## src/rtl/sub_8bit_serial_if.sv

```systemverilog
`default_nettype none
// ============================================================================
//  Module      : sub_8bit_serial_if
//  Description : Request/result bundle for the bit-serial subtractor.
//                master : drives start/a/b, observes busy/done/diff/bout
//                slave  : the subtractor side of the same signals
//  Ports       : start, a[WIDTH], b[WIDTH]     (master -> slave)
//                busy, done, diff[WIDTH], bout (slave -> master)
//  Revision    : 1.0 - initial release
// ============================================================================
interface sub_8bit_serial_if #(
  parameter int WIDTH = 8
);
  logic             start;
  logic [WIDTH-1:0] a;
  logic [WIDTH-1:0] b;
  logic             busy;
  logic             done;
  logic [WIDTH-1:0] diff;
  logic             bout;

  modport master (
    output start, a, b,
    input  busy, done, diff, bout
  );

  modport slave (
    input  start, a, b,
    output busy, done, diff, bout
  );
endinterface : sub_8bit_serial_if
`default_nettype wire

```

## src/rtl/sub_8bit_serial.sv

```systemverilog
`default_nettype none
// ============================================================================
//  Module      : sub_8bit_serial
//  Description : Bit-serial subtractor, diff = a - b (mod 2^WIDTH) with
//                borrow-out, one bit per clock, LSB first. One full-
//                subtractor cell, two operand shift registers, a result
//                accumulator and an IDLE/SHIFT/DONE controller.
//  Ports       : clk    - clock, rising edge
//                rst_n  - asynchronous active-low reset
//                bus_if - slave side of sub_8bit_serial_if
//                         (start/a/b in, busy/done/diff/bout out)
//  Revision    : 1.0 - initial release
// ============================================================================
module sub_8bit_serial #(
  parameter int WIDTH = 8
) (
  input  logic               clk,
  input  logic               rst_n,
  sub_8bit_serial_if.slave   bus_if
);

  localparam int CW = $clog2(WIDTH) + 1;
  localparam logic [CW-1:0] C_LAST = CW'(WIDTH - 1);

  typedef enum logic [1:0] {
    S_IDLE  = 2'd0,
    S_SHIFT = 2'd1,
    S_DONE  = 2'd2
  } state_t;

  state_t           state_q;
  logic [WIDTH-1:0] ra_q;
  logic [WIDTH-1:0] rb_q;
  logic [WIDTH-1:0] acc_q;
  logic             br_q;
  logic [CW-1:0]    cnt_q;
  logic [WIDTH-1:0] diff_q;
  logic             bout_q;
  logic             busy_q;
  logic             done_q;

  // Full-subtractor cell on the current LSBs
  logic             bit_d;
  logic             br_d;
  logic [WIDTH-1:0] acc_d;

  always_comb begin
    bit_d = ra_q[0] ^ rb_q[0] ^ br_q;
    br_d  = (~ra_q[0] & rb_q[0]) | (~(ra_q[0] ^ rb_q[0]) & br_q);
    // New bit enters at the MSB so that after WIDTH shifts the LSB-first
    // stream sits in natural bit order.
    acc_d = {bit_d, acc_q[WIDTH-1:1]};
  end

  always_ff @(posedge clk or negedge rst_n) begin
    if (!rst_n) begin
      state_q <= S_IDLE;
      ra_q    <= '0;
      rb_q    <= '0;
      acc_q   <= '0;
      br_q    <= 1'b0;
      cnt_q   <= '0;
      diff_q  <= '0;
      bout_q  <= 1'b0;
      busy_q  <= 1'b0;
      done_q  <= 1'b0;
    end else begin
      case (state_q)
        S_IDLE: begin
          done_q <= 1'b0;
          if (bus_if.start) begin
            ra_q    <= bus_if.a;
            rb_q    <= bus_if.b;
            acc_q   <= '0;
            br_q    <= 1'b0;
            cnt_q   <= '0;
            busy_q  <= 1'b1;
            state_q <= S_SHIFT;
          end
        end

        S_SHIFT: begin
          ra_q  <= ra_q >> 1;
          rb_q  <= rb_q >> 1;
          br_q  <= br_d;
          acc_q <= acc_d;
          cnt_q <= cnt_q + CW'(1);
          if (cnt_q == C_LAST) begin
            // Publish on the same edge as the last shift so the
            // visible result never holds a partial value.
            diff_q  <= acc_d;
            bout_q  <= br_d;
            done_q  <= 1'b1;
            state_q <= S_DONE;
          end
        end

        S_DONE: begin
          done_q  <= 1'b0;
          busy_q  <= 1'b0;
          state_q <= S_IDLE;
        end

        default: begin
          done_q  <= 1'b0;
          busy_q  <= 1'b0;
          state_q <= S_IDLE;
        end
      endcase
    end
  end

  assign bus_if.busy = busy_q;
  assign bus_if.done = done_q;
  assign bus_if.diff = diff_q;
  assign bus_if.bout = bout_q;

endmodule : sub_8bit_serial
`default_nettype wire
```

## src/flat_wrapper.sv

```systemverilog
// flat-port wrapper written by rule: the top's interface ports become plain ports
module sub_8bit_serial_flat 
#(
  parameter int WIDTH = 8
)
  (clk, rst_n, bus_if_start, bus_if_a, bus_if_b, bus_if_busy, bus_if_done, bus_if_diff, bus_if_bout);
  sub_8bit_serial_if #(.WIDTH(WIDTH)) bus_if_i ();
  input  logic clk;
  input  logic rst_n;
  input wire logic [$bits(bus_if_i.start)-1:0] bus_if_start;
  input wire logic [$bits(bus_if_i.a)-1:0] bus_if_a;
  input wire logic [$bits(bus_if_i.b)-1:0] bus_if_b;
  output wire logic [$bits(bus_if_i.busy)-1:0] bus_if_busy;
  output wire logic [$bits(bus_if_i.done)-1:0] bus_if_done;
  output wire logic [$bits(bus_if_i.diff)-1:0] bus_if_diff;
  output wire logic [$bits(bus_if_i.bout)-1:0] bus_if_bout;
  assign bus_if_i.start = bus_if_start;
  assign bus_if_i.a = bus_if_a;
  assign bus_if_i.b = bus_if_b;
  assign bus_if_busy = bus_if_i.busy;
  assign bus_if_done = bus_if_i.done;
  assign bus_if_diff = bus_if_i.diff;
  assign bus_if_bout = bus_if_i.bout;
  sub_8bit_serial #(.WIDTH(WIDTH)) u_core (.clk(clk), .rst_n(rst_n), .bus_if(bus_if_i));
endmodule
```

## config.mk

```make
export PLATFORM = sky130hd
export DESIGN_NAME = sub_8bit_serial_flat
export DESIGN_NICKNAME = d
export VERILOG_FILES = /design/src/rtl/sub_8bit_serial_if.sv /design/src/rtl/sub_8bit_serial.sv /design/src/flat_wrapper.sv
export SDC_FILE = /design/constraint.sdc
export NUM_CORES = 1
export LEC_CHECK = 0
export ABC_AREA = 1
export CAP_MARGIN = 30
export CORE_MARGIN = 2
export CORE_UTILIZATION = 35
export CTS_BUF_LIST = sky130_fd_sc_hd__clkbuf_8
export CTS_CLUSTER_DIAMETER = 150
export DETAILED_ROUTE_END_ITERATION = 8
export DONT_BUFFER_PORTS = 1
export GPL_TIMING_DRIVEN = 0
export HOLD_SLACK_MARGIN = 0.03
export PLACE_DENSITY = 0.49
export SLEW_MARGIN = 0
export SYNTH_ARGS = -nofsm -noshare
export SYNTH_HDL_FRONTEND = slang
export SYNTH_SLANG_ARGS = --single-unit
export TNS_END_PERCENT = 50
```

## constraint.sdc

```tcl
create_clock -name clk -period 1.45 [get_ports clk]
set_clock_uncertainty 0.15 [all_clocks]
set_input_delay 0.0725 -clock clk [delete_from_list [all_inputs] [get_ports clk]]
set_output_delay 0.0725 -clock clk [all_outputs]
set_load 0.03 [all_outputs]
```

Word-level counts from Yosys, hierarchy flattened
Index checks and enable logic that the tools add are counted.
Widths: inputs -> output; s select.
{"block": "totals", "elab_cells": 46, "out_inout_bits": 11, "regBits": 42, "in_bits": 19}
{"block": "op_classes", "add_sub_neg": 1, "n_reduce_logical": 6, "muxes": 17, "n_bitwise": 8, "eq_ne": 4}
{"op": "$pmux 8 s2", "count": 3}
{"op": "$mux 8", "count": 3}
{"op": "$pmux 4 s2", "count": 1}
{"op": "$reduce_and 2->1", "count": 4}
{"op": "$add 4x1->4 const B", "count": 1}
{"op": "$eq 4x3->1 const B", "count": 1}
{"op": "$mux 1", "count": 4}
{"op": "$mux 2", "count": 2}
{"op": "$mux 4", "count": 1}
{"op": "$pmux 1 s2", "count": 2}
{"op": "$pmux 2 s2", "count": 1}
{"op": "$not 1->1", "count": 3}
{"op": "$and 1x1->1", "count": 2}
{"op": "$eq 2x1->1 const B", "count": 1}
{"op": "$logic_not 2->1", "count": 1}
{"op": "$ne 2x1->1 const B", "count": 1}
{"op": "$ne 2x2->1 const B", "count": 1}
{"op": "$reduce_bool 2->1", "count": 1}
{"op": "$xor 1x1->1", "count": 2}
{"op": "$or 1x1->1", "count": 1}

Logic depth before layout (Yosys ltp)
Gate-level depths: netlist (run 1).
{"block": "depth", "word_depth": 5, "ltp_mapped": 6, "ltp_nobuf": 6}

Worst setup path after synthesis (run 1)
OpenSTA, ideal clock, no wires.
{"block": "synth_path", "path_kind": "register to register", "startpoint": "register u_core.cnt_q[0]", "endpoint": "register u_core.diff_q[7], in the netlist u_core.bus_if.diff[7]", "period_less_slack_ps": 1257, "path_buffers": 0, "setup_slack_ps": 193, "required_ps": 1183, "path_stages_with_launch": 7, "setup_time_ps": 117, "arrival_time_ps": 990, "cell_sequence": "dfrtp_1 -> ha_1 -> nand2_1 -> nor2_2 -> nand2_2 -> nand2_1 -> nand2_1"}
{"block": "synth_via", "elab_chain_len": 2}
{"element": "from (decl)", "line_no": "sub_8bit_serial.sv:36", "source": "logic [CW-1:0] cnt_q;"}
{"element": "from (signal assigned)", "line_no": "sub_8bit_serial.sv:87", "source": "cnt_q <= cnt_q + CW'(1);"}
{"element": "$eq 4x3->1", "line_no": "sub_8bit_serial.sv:88", "source": "if (cnt_q == C_LAST) begin"}
{"element": "$reduce_and 2->1 (no source line)"}
{"element": "to (signal assigned)", "line_no": "sub_8bit_serial.sv:63", "source": "diff_q <= '0;"}
{"element": "to (signal assigned)", "line_no": "sub_8bit_serial.sv:91", "source": "diff_q <= acc_d;"}
{"element": "to (decl)", "line_no": "sub_8bit_serial.sv:37", "source": "logic [WIDTH-1:0] diff_q;"}
No other way between the ends.
A chain may end at the register's enable or synchronous reset.

Final worst setup path (run 1)
{"block": "layout_path", "startpoint": "register u_core.cnt_q[1]", "endpoint": "register u_core.diff_q[3], in the netlist u_core.bus_if.diff[3]"}
Same word-level chain as after synthesis.

==> flow_metrics.py, run 1 <==
metrics = {
    "outcome": {
        "status": "complete, no violations",
    },
    "flow_run": {
        "drv_cap": 0,
    },
    "clocking": {
        "cts.htree.levels": 2,
        "cts_max_path_buffers": 2,
        "cts_tree": "done",
        "clk_latency_ns": 0.29,
        "clockRootBuffer": "clkbuf_8",
        "cts.reportedPaths.clkPinSlew_ns": 0.08,
        "clkSinkCount": 41,
        "numCtsBuffers": 5,
    },
    "drt": {
        "vias_per_cell": 4.70,
        "drcViolationCount": 0,
        "dr_total_vias": 1402,
        "ant_nets": 0,
        "wl_per_cell_um": 13.1,
        "first_iter_violations": 61,
        "wirelength_um": 3910,
        "dr.pass1.iters": 4,
    },
    "global_route": {
        "groute.usage.overall_pct": 15.2,
        "grt_pass1_vias": 1371,
        "grt_max_degree": 42,
        "antenna_found_initial": 0,
        "grt_first_pass_wirelength_um": 6390,
        "grt-ovfl-total": 0,
    },
    "cells_and_area": {
        "drive_gt1_share_pct": 16.0,
        "antenna_cells": 0,
        "multiInputGateArea_sq_um": 692,
        "area_delta_synth_final_pct": 27.3,
        "n_fill_cell": 523,
        "register_area_sq_um": 1030,
        "layout_common_cells": "nand2_1 (76), nand3_1 (41), dfrtp_1 (41), dlygate4sd3_1 (18)",
        "layout_commonest_cell": "nand2_1",
        "nets": 251,
    },
    "worst_setup_path": {
        "required_ns": 1.49,
        "startpoint": "u_core.cnt_q[1]",
        "r2r_start": "u_core.cnt_q[1]",
        "crit_path_end_kind": "register",
        "worstPathArrival_ns": 1.44,
        "startpoint_type": "register",
        "critical_path_class": "register to register",
        "cp_max_fo": 4,
    },
    "synth": {
        "syn_area_per_cell_sq_um": 9.00,
        "synth_cell_types": 20,
        "ys_seq_area_share_pct": 57.9,
        "synth_fp_nets": 218,
        "yosys_warnings": 0,
        "yosys_register_bits": 41,
        "syn_area_sq_um": 1770,
        "syn-instance-count": 197,
    },
    "sta": {
        "setup_viol": 0,
        "hold_violations": 0,
        "maxSlewHeadroom_pct": 77.5,
        "period_needed_ns": 1.40,
        "fin_ws_ns": 0.0501,
        "tightestPinTransition_ns": 0.338,
        "period_share_pct": 96.5,
        "timing.fmax_mhz": 714,
        "final_max_slew_viol_count": 0,
    },
    "placement": {
        "gp_congestion": 0.739,
        "pre_cts_ws_ns": -0.0777,
        "hpwl_um": 2480,
        "portBuffers": 0,
    },
    "power_and_ir_drop": {
        "leakage_nw": 1.10,
        "pwr_density_cell_nw_per_um2": 2150,
        "total_power_mw": 4.85,
        "ir_worst_vdd_mv": 0.739,
    },
    "hold_path": {
        "hp-class": "input pin to async pin",
    },
    "die": {
        "die-area_sq_um": 5650,
        "die_x_um": 75.2,
        "fp.coreArea_sq_um": 4820,
        "start_util_pct": 36.8,
        "die_height_um": 75.2,
        "num_rows": 25,
        "ioPinCount": 30,
    },
}
[logic make-up (layout without fill, tap and decap cells)]
family	after synthesis	count (layout)	share of synthesized area, %
and+or+nand+nor	132	134	33.0
adders and majority gates	2	2	1.83
AOI/OAI and AO/OA	6	6	1.76
buffers and inverters	16	48	5.50
DFF	41	41	57.9
[cells in the mapped netlist, drive strengths merged]
cell	instances	area share (%)
a21oi	1	0.28
ha	1	0.71
nand4	1	0.35
nor2	7	2.5
o21ai	4	1.1
fa	1	1.1
nand3	42	12
o22ai	1	0.35
buf	8	3.7
inv	8	1.8
dfrtp	41	58
nand2	82	18
[metal layers]
metal / track usage (%) / vias up / routed length, um
met3: 4.42 / 6 / 137
met2: 24.6 / 23 / 1780
met5: 0 / - / 0
met4: 5.26 / 0 / 53
li1: - / 699 / -
met1: 19.6 / 674 / 1930
[power breakdown]
part	switching, mW	internal [mW]
Clock	0.397	0.560
Combinational	0.930	0.667
Sequential	0.652	1.64
Total	1.98	2.87
[final timing paths]
kind	slack, ns	end	cells past startpoint
min reg2reg	0.32	u_core.bus_if.diff[0]	2
min in group clk	0.29	u_core.rb_q[6]	3
max reg2reg	0.05	u_core.bus_if.diff[3]	6
max	0.05	u_core.bus_if.diff[3]	6
max in group asynchronous	0.84	u_core.bus_if.done	2
min	0.10	u_core.ra_q[0]	2
[repair_timing]
item	4_1_cts	5_1_grt
hold endpoints to repair	64	0
pin swaps	0	4
endpoints found under the setup margin	9	9
buffers inserted	1	4
cloned	0	2
hold buffers	19	0
resized for setup	2	6
[cell type report]
type	count	share of cell area [%]
plain buffers	8	2.88
clock buffers	6	3.66
clock inverters	2	1.66
inverters	8	1.44
multi-input cells	142	30.7
flip-flops and latches	41	45.5
well taps	67	3.71
repair buffers	24	10.5
[state kept, by name (all words and copies together) (netlist names)]
| register | flops |
|---|---|
| u_core.rb_q | 8 |
| u_core.br_q | 1 |
| u_core.acc_q | 7 |
| u_core.ra_q | 8 |
| u_core.state_q | 2 |
| u_core.bus_if.diff | 8 |
| u_core.bus_if.done | 1 |
| u_core.bus_if.busy | 1 |
| u_core.bus_if.bout | 1 |
| u_core.cnt_q | 4 |
[critical path, stage by stage, from the launching register on]
cell and delay (ns):
dfrtp_1 0.40, ha_2 0.24, nand2_2 0.09, nor2_4 0.19, nand2_2 0.11, nand2_1 0.07, nand2_1 0.05
[metrics by stage]
| step | hold slack, ns | setup TNS, ns | area (sq um) | util (%) | cells |
|---|---|---|---|---|---|
| 4_1_cts | 0.120 | 0 | 2190 | 45.6 | 292 |
| 3_3_place_gp | -0.372 | 0 | 1860 | 38.5 | 264 |
| 6_report | 0.102 | 0 | 2260 | 46.9 | 298 |
| 5_1_grt | 0.128 | -0.139 | 2260 | 46.9 | 298 |
| 2_1_floorplan | -0.373 | 0 | 1770 | - | 197 |
| 3_5_place_dp | -0.372 | -0.369 | 1860 | 38.5 | 264 |
Note: power is estimated with default switching activity, not from simulation.
==> inputs of run 2 (changes only) <==
CORE_UTILIZATION = 65   (was 35)
CTS_CLUSTER_SIZE = 16   (was unset)
PLACE_DENSITY = 0.81   (was 0.49)
==> run 2 against run 1 <==
  * Critical endpoint unchanged
  * Largest power group unchanged
  * Largest cell class unchanged
  * Clock power down 8.7%
  * Critical path type unchanged
  * Via count rose by 2.8%
  * Count of clock-buffer cells in the layout down 1
  * First-iteration DRC count shrank 20%
  * Global-route usage grew 12 points
  * Sequential share of layout area grew 2.7 points
  * Non-clock buffer count shrank 4
  * Combinational power down 7%
  * Highest routed layer unchanged
==> flow_metrics.py, run 2 (synthesis gave the netlist of run 1 again) <==
metrics = {
    "die": {
        "fp.coreArea_sq_um": 2520,
        "ioPinCount": 30,
        "die_height_um": 56.2,
        "die_x_um": 56.2,
        "num_rows": 18,
        "start_util_pct": 70.3,
        "die-area_sq_um": 3160,
    },
    "worst_setup_path": {
        "worstPathArrival_ns": 1.39,
        "cp_max_fo": 9,
        "crit_path_end_kind": "register",
        "required_ns": 1.49,
        "startpoint_type": "register",
        "critical_path_class": "register to register",
    },
    "power_and_ir_drop": {
        "p_switching_mw": 1.91,
        "ir_worst_vdd_mv": 1.98,
        "leakage_nw": 1.07,
        "comb_power_share_pct": 32.0,
        "swShare_pct": 41.1,
        "sequentialPowerShare_pct": 49.3,
        "pwr_density_cell_nw_per_um2": 2180,
        "clkPwrFrac_pct": 18.8,
        "total_power_mw": 4.66,
        "intPower_mw": 2.74,
    },
    "drt": {
        "vias_per_cell": 5.67,
        "drcViolationCount": 0,
        "dr_total_vias": 1441,
        "first_iter_violations": 49,
        "ant_nets": 0,
        "wirelength_um": 3690,
        "wl_per_cell_um": 14.5,
        "dr.pass1.iters": 4,
    },
    "global_route": {
        "groute.usage.overall_pct": 26.8,
        "grt_first_pass_wirelength_um": 6470,
        "grt-ovfl-total": 0,
        "antenna_found_initial": 0,
        "grt_max_degree": 42,
        "grt_pass1_vias": 1455,
    },
    "placement": {
        "gp_congestion": 0.780,
        "portBuffers": 0,
        "hpwl_um": 2260,
    },
    "clocking": {
        "cts_tree": "done",
        "cts.reportedPaths.clkPinSlew_ns": 0.08,
        "cts_max_path_buffers": 2,
        "numCtsBuffers": 5,
        "clkSinkCount": 41,
        "clockRootBuffer": "clkbuf_8",
        "cts.htree.levels": 2,
        "clk_latency_ns": 0.29,
    },
    "sta": {
        "maxSlewHeadroom_pct": 79.2,
        "rsz0062_at_grt": "no",
        "timing.fmax_mhz": 743,
        "hold_violations": 0,
        "period_share_pct": 92.8,
        "setup_viol": 0,
        "period_needed_ns": 1.35,
        "setup-tns-final_ns": 0,
        "final_max_slew_viol_count": 0,
        "tightestPinTransition_ns": 0.312,
    },
    "cells_and_area": {
        "n_fill_cell": 144,
        "layout_common_cells": "nand2_1 (79), nand3_1 (42), dfrtp_1 (41), dlygate4sd3_1 (18), inv_1 (6)",
        "nets": 245,
        "area_delta_synth_final_pct": 20.3,
        "antenna_cells": 0,
        "drive_gt1_share_pct": 11.2,
        "layout_commonest_cell": "nand2_1",
    },
    "outcome": {
        "status": "complete, no violations",
    },
    "flow_run": {
        "drv_cap": 0,
    },
    "hold_path": {
        "hp-class": "input pin to async pin",
    },
}
-- run 2: power by group through the flow --
| stage | combinational [mW] | sequential, mW | clock, mW |
|---|---|---|---|
| 2_1_floorplan | 1.10 | 2.23 | 0 |
| 3_3_place_gp | 1.30 | 2.29 | 0 |
| 3_5_place_dp | 1.36 | 2.31 | 0 |
| 4_1_cts | 1.44 | 2.30 | 0.882 |
| 5_1_grt | 1.71 | 2.35 | 0.929 |
| 6_report | 1.49 | 2.29 | 0.873 |
-- run 2: layout make-up --
class,instances,area [sq um],area share (%)
clock inverters,2,35.0,1.64
well taps,30,37.5,1.76
multi-input cells,140,659,30.9
flip-flops and latches,41,1030,48.1
inverters,8,32.5,1.53
repair buffers,20,208,9.74
clock buffers,5,68.8,3.23
plain buffers,8,65.1,3.05
-- run 2: timing repair --
item | in CTS | in global routing
endpoints found under the hold margin | 64 | 0
setup buffers | 0 | 1
endpoints found under the setup margin | 0 | 9
hold buffers | 19 | 0
resized for setup | 0 | 2
-- run 2: layer usage --
| metal | global-route usage (%) | up-vias | share of wire (%) |
|---|---|---|---|
| met5 | 0 | - | 0 |
| met4 | 9.18 | 0 | 0.51 |
| met3 | 8.84 | 2 | 4.4 |
| met2 | 44.5 | 41 | 53 |
| met1 | 33.0 | 707 | 42 |
| li1 | - | 691 | - |
-- run 2: worst max-delay path, cell delays in order, from the launching register on --
cell	delay [ns]
dfrtp_1	0.39
ha_1	0.20
nand2_1	0.11
nor2_4	0.16
nand2_4	0.10
nand2_1	0.07
nand2_1	0.06
-- run 2: final timing paths --
| path | startpoint | end | slack, ns | depth (start not counted) |
|---|---|---|---|---|
| max | u_core.cnt_q[1] | u_core.bus_if.diff[3] | 0.10 | 6 |
| min | rst_n | u_core.bus_if.busy | 0.08 | 2 |
| max reg2reg | u_core.cnt_q[1] | u_core.bus_if.diff[3] | 0.10 | 6 |
| min reg2reg | u_core.acc_q[7] | u_core.bus_if.diff[6] | 0.33 | 2 |
| max in group asynchronous | rst_n | u_core.ra_q[2] | 0.86 | 2 |
| min in group clk | bus_if_b[4] | u_core.rb_q[4] | 0.30 | 3 |
-- run 2: through the flow --
stage	hold slack [ns]	util [%]	setup slack [ns]	instance area [sq um]	cells
6_report	0.0793	84.5	0.104	2130	254
5_1_grt	0.105	84.5	0.00546	2130	254
4_1_cts	0.0904	83.8	0.00746	2110	253
3_5_place_dp	-0.372	71.8	0.00512	1810	227
3_3_place_gp	-0.372	71.8	0.0656	1810	227
2_1_floorplan	-0.373	-	0.193	1770	197
==> inputs of run 3 (changes only) <==
GPL_TIMING_DRIVEN = 1   (was 0)
==> run 3 against run 2 <==
  * Sequential share of layout area unchanged
  * Non-clock buffer count down 3
  * First-iteration DRC count down 6.1%
  * Sequential power about the same
  * Utilization unchanged
  * Worst setup slack worse by 0.019 ns
  * Critical path type unchanged
==> flow_metrics.py, run 3 (synthesis gave the netlist of run 1 again) <==
metrics = {
    "sta": {
        "setup-tns-final_ns": 0,
        "timing.fmax_mhz": 732,
        "period_needed_ns": 1.37,
        "setup_viol": 0,
        "period_share_pct": 94.2,
        "hold_violations": 0,
        "maxSlewHeadroom_pct": 78.9,
        "final_max_slew_viol_count": 0,
        "tightestPinTransition_ns": 0.317,
        "whs_ns": 0.0811,
    },
    "drt": {
        "vias_per_cell": 5.65,
        "first_iter_violations": 46,
        "ant_nets": 0,
        "wl_per_cell_um": 13.9,
        "dr.pass1.iters": 4,
        "dr_total_vias": 1424,
        "drcViolationCount": 0,
        "wirelength_um": 3500,
    },
    "placement": {
        "hpwl_um": 2230,
        "gp_congestion": 0.820,
        "place_area_sq_um": 1780,
        "portBuffers": 0,
    },
    "clocking": {
        "cts.reportedPaths.clkPinSlew_ns": 0.07,
        "cts_max_path_buffers": 2,
        "clockRootBuffer": "clkbuf_8",
        "clkSinkCount": 41,
        "clk_latency_ns": 0.29,
        "numCtsBuffers": 5,
        "cts.htree.levels": 2,
        "cts_tree": "done",
    },
    "die": {
        "num_rows": 18,
        "die_x_um": 56.2,
        "start_util_pct": 70.3,
        "die-area_sq_um": 3160,
        "die_height_um": 56.2,
        "ioPinCount": 30,
        "fp.coreArea_sq_um": 2520,
    },
    "flow_run": {
        "drv_cap": 0,
    },
    "cells_and_area": {
        "layout_commonest_cell": "nand2_1",
        "register_area_sq_um": 1030,
        "multiInputGateArea_sq_um": 649,
        "antenna_cells": 0,
        "area_delta_synth_final_pct": 20.3,
        "layout_common_cells": "nand2_1 (79), nand3_1 (42), dfrtp_1 (41), dlygate4sd3_1 (18), inv_1 (7)",
        "nets": 242,
        "drive_gt1_share_pct": 9.91,
        "design_area_sq_um": 2130,
        "n_fill_cell": 141,
    },
    "worst_setup_path": {
        "cp_max_fo": 9,
        "critical_path_class": "register to register",
        "worstPathArrival_ns": 1.40,
        "crit_path_end_kind": "register",
        "required_ns": 1.49,
        "startpoint_type": "register",
    },
    "global_route": {
        "grt-ovfl-total": 0,
        "grt_first_pass_wirelength_um": 5820,
        "grt_pass1_vias": 1343,
        "antenna_found_initial": 0,
        "groute.usage.overall_pct": 24.2,
        "grt_max_degree": 42,
    },
    "power_and_ir_drop": {
        "pwr_density_cell_nw_per_um2": 2200,
        "leakage_nw": 1.07,
        "ir_worst_vdd_mv": 2.06,
        "total_power_mw": 4.69,
    },
    "outcome": {
        "status": "complete, no violations",
    },
    "hold_path": {
        "hp-class": "input pin to async pin",
    },
}
## run 3: final cells by class
cell class	instances	share of cell area, %
Sequential cell	41	48.1
Multi-Input combinational cell	140	30.5
Timing Repair Buffer	25	12.7
Clock buffer	6	3.87
Tap cell	30	1.76
Clock inverter	2	1.58
Inverter	8	1.53
## run 3: per-stage QoR
stage / cells / utilization [%] / worst slack (ns)
4_1_cts: 249 / 83.1 / 0.0492
2_1_floorplan: 197 / - / 0.193
3_5_place_dp: 222 / 70.6 / 0.0586
5_1_grt: 252 / 84.5 / -0.0106
3_3_place_gp: 222 / 70.6 / 0.119
6_report: 252 / 84.5 / 0.0848
## run 3: worst paths after layout
kind | startpoint | endpoint | slack, ns | cells after the start
setup / recovery | u_core.cnt_q[0] | u_core.bus_if.diff[5] | 0.08 | 6
min in group clk | bus_if_a[7] | u_core.ra_q[7] | 0.28 | 3
max in group asynchronous | rst_n | u_core.acc_q[1] | 0.87 | 2
hold reg to reg | u_core.acc_q[1] | u_core.bus_if.diff[0] | 0.32 | 2
setup reg to reg | u_core.cnt_q[0] | u_core.bus_if.diff[5] | 0.08 | 6
hold / removal | rst_n | u_core.ra_q[0] | 0.08 | 2
## run 3: layer usage
metal	track usage (%)	wire (um)	vias to the layer above	share of wire (%)
met5	0	0	-	0
met4	10.9	64	0	1.8
met3	5.81	178	9	5.1
met2	40.5	1780	46	51
met1	29.7	1480	692	42
li1	-	-	677	-
## run 3: report_power, final
group | switching, mW | internal [mW] | total (mW)
Combinational | 0.873 | 0.602 | 1.47
Sequential | 0.646 | 1.65 | 2.29
Clock | 0.372 | 0.554 | 0.926
Total | 1.89 | 2.80 | 4.69
## run 3: timing repair
item | in CTS | in global routing
endpoints found under the hold margin | 69 | 0
setup endpoints to repair | 0 | 16
gates resized for setup | 0 | 0
setup buffers | 0 | 3
hold buffers | 19 | 0
## run 3: worst max-delay path, stage by stage, from the launching register on
cell	delay, ns
dfrtp_1	0.38
ha_1	0.21
nand2_1	0.09
nor2_2	0.14
nand2_2	0.14
nand2_1	0.09
nand2_1	0.06
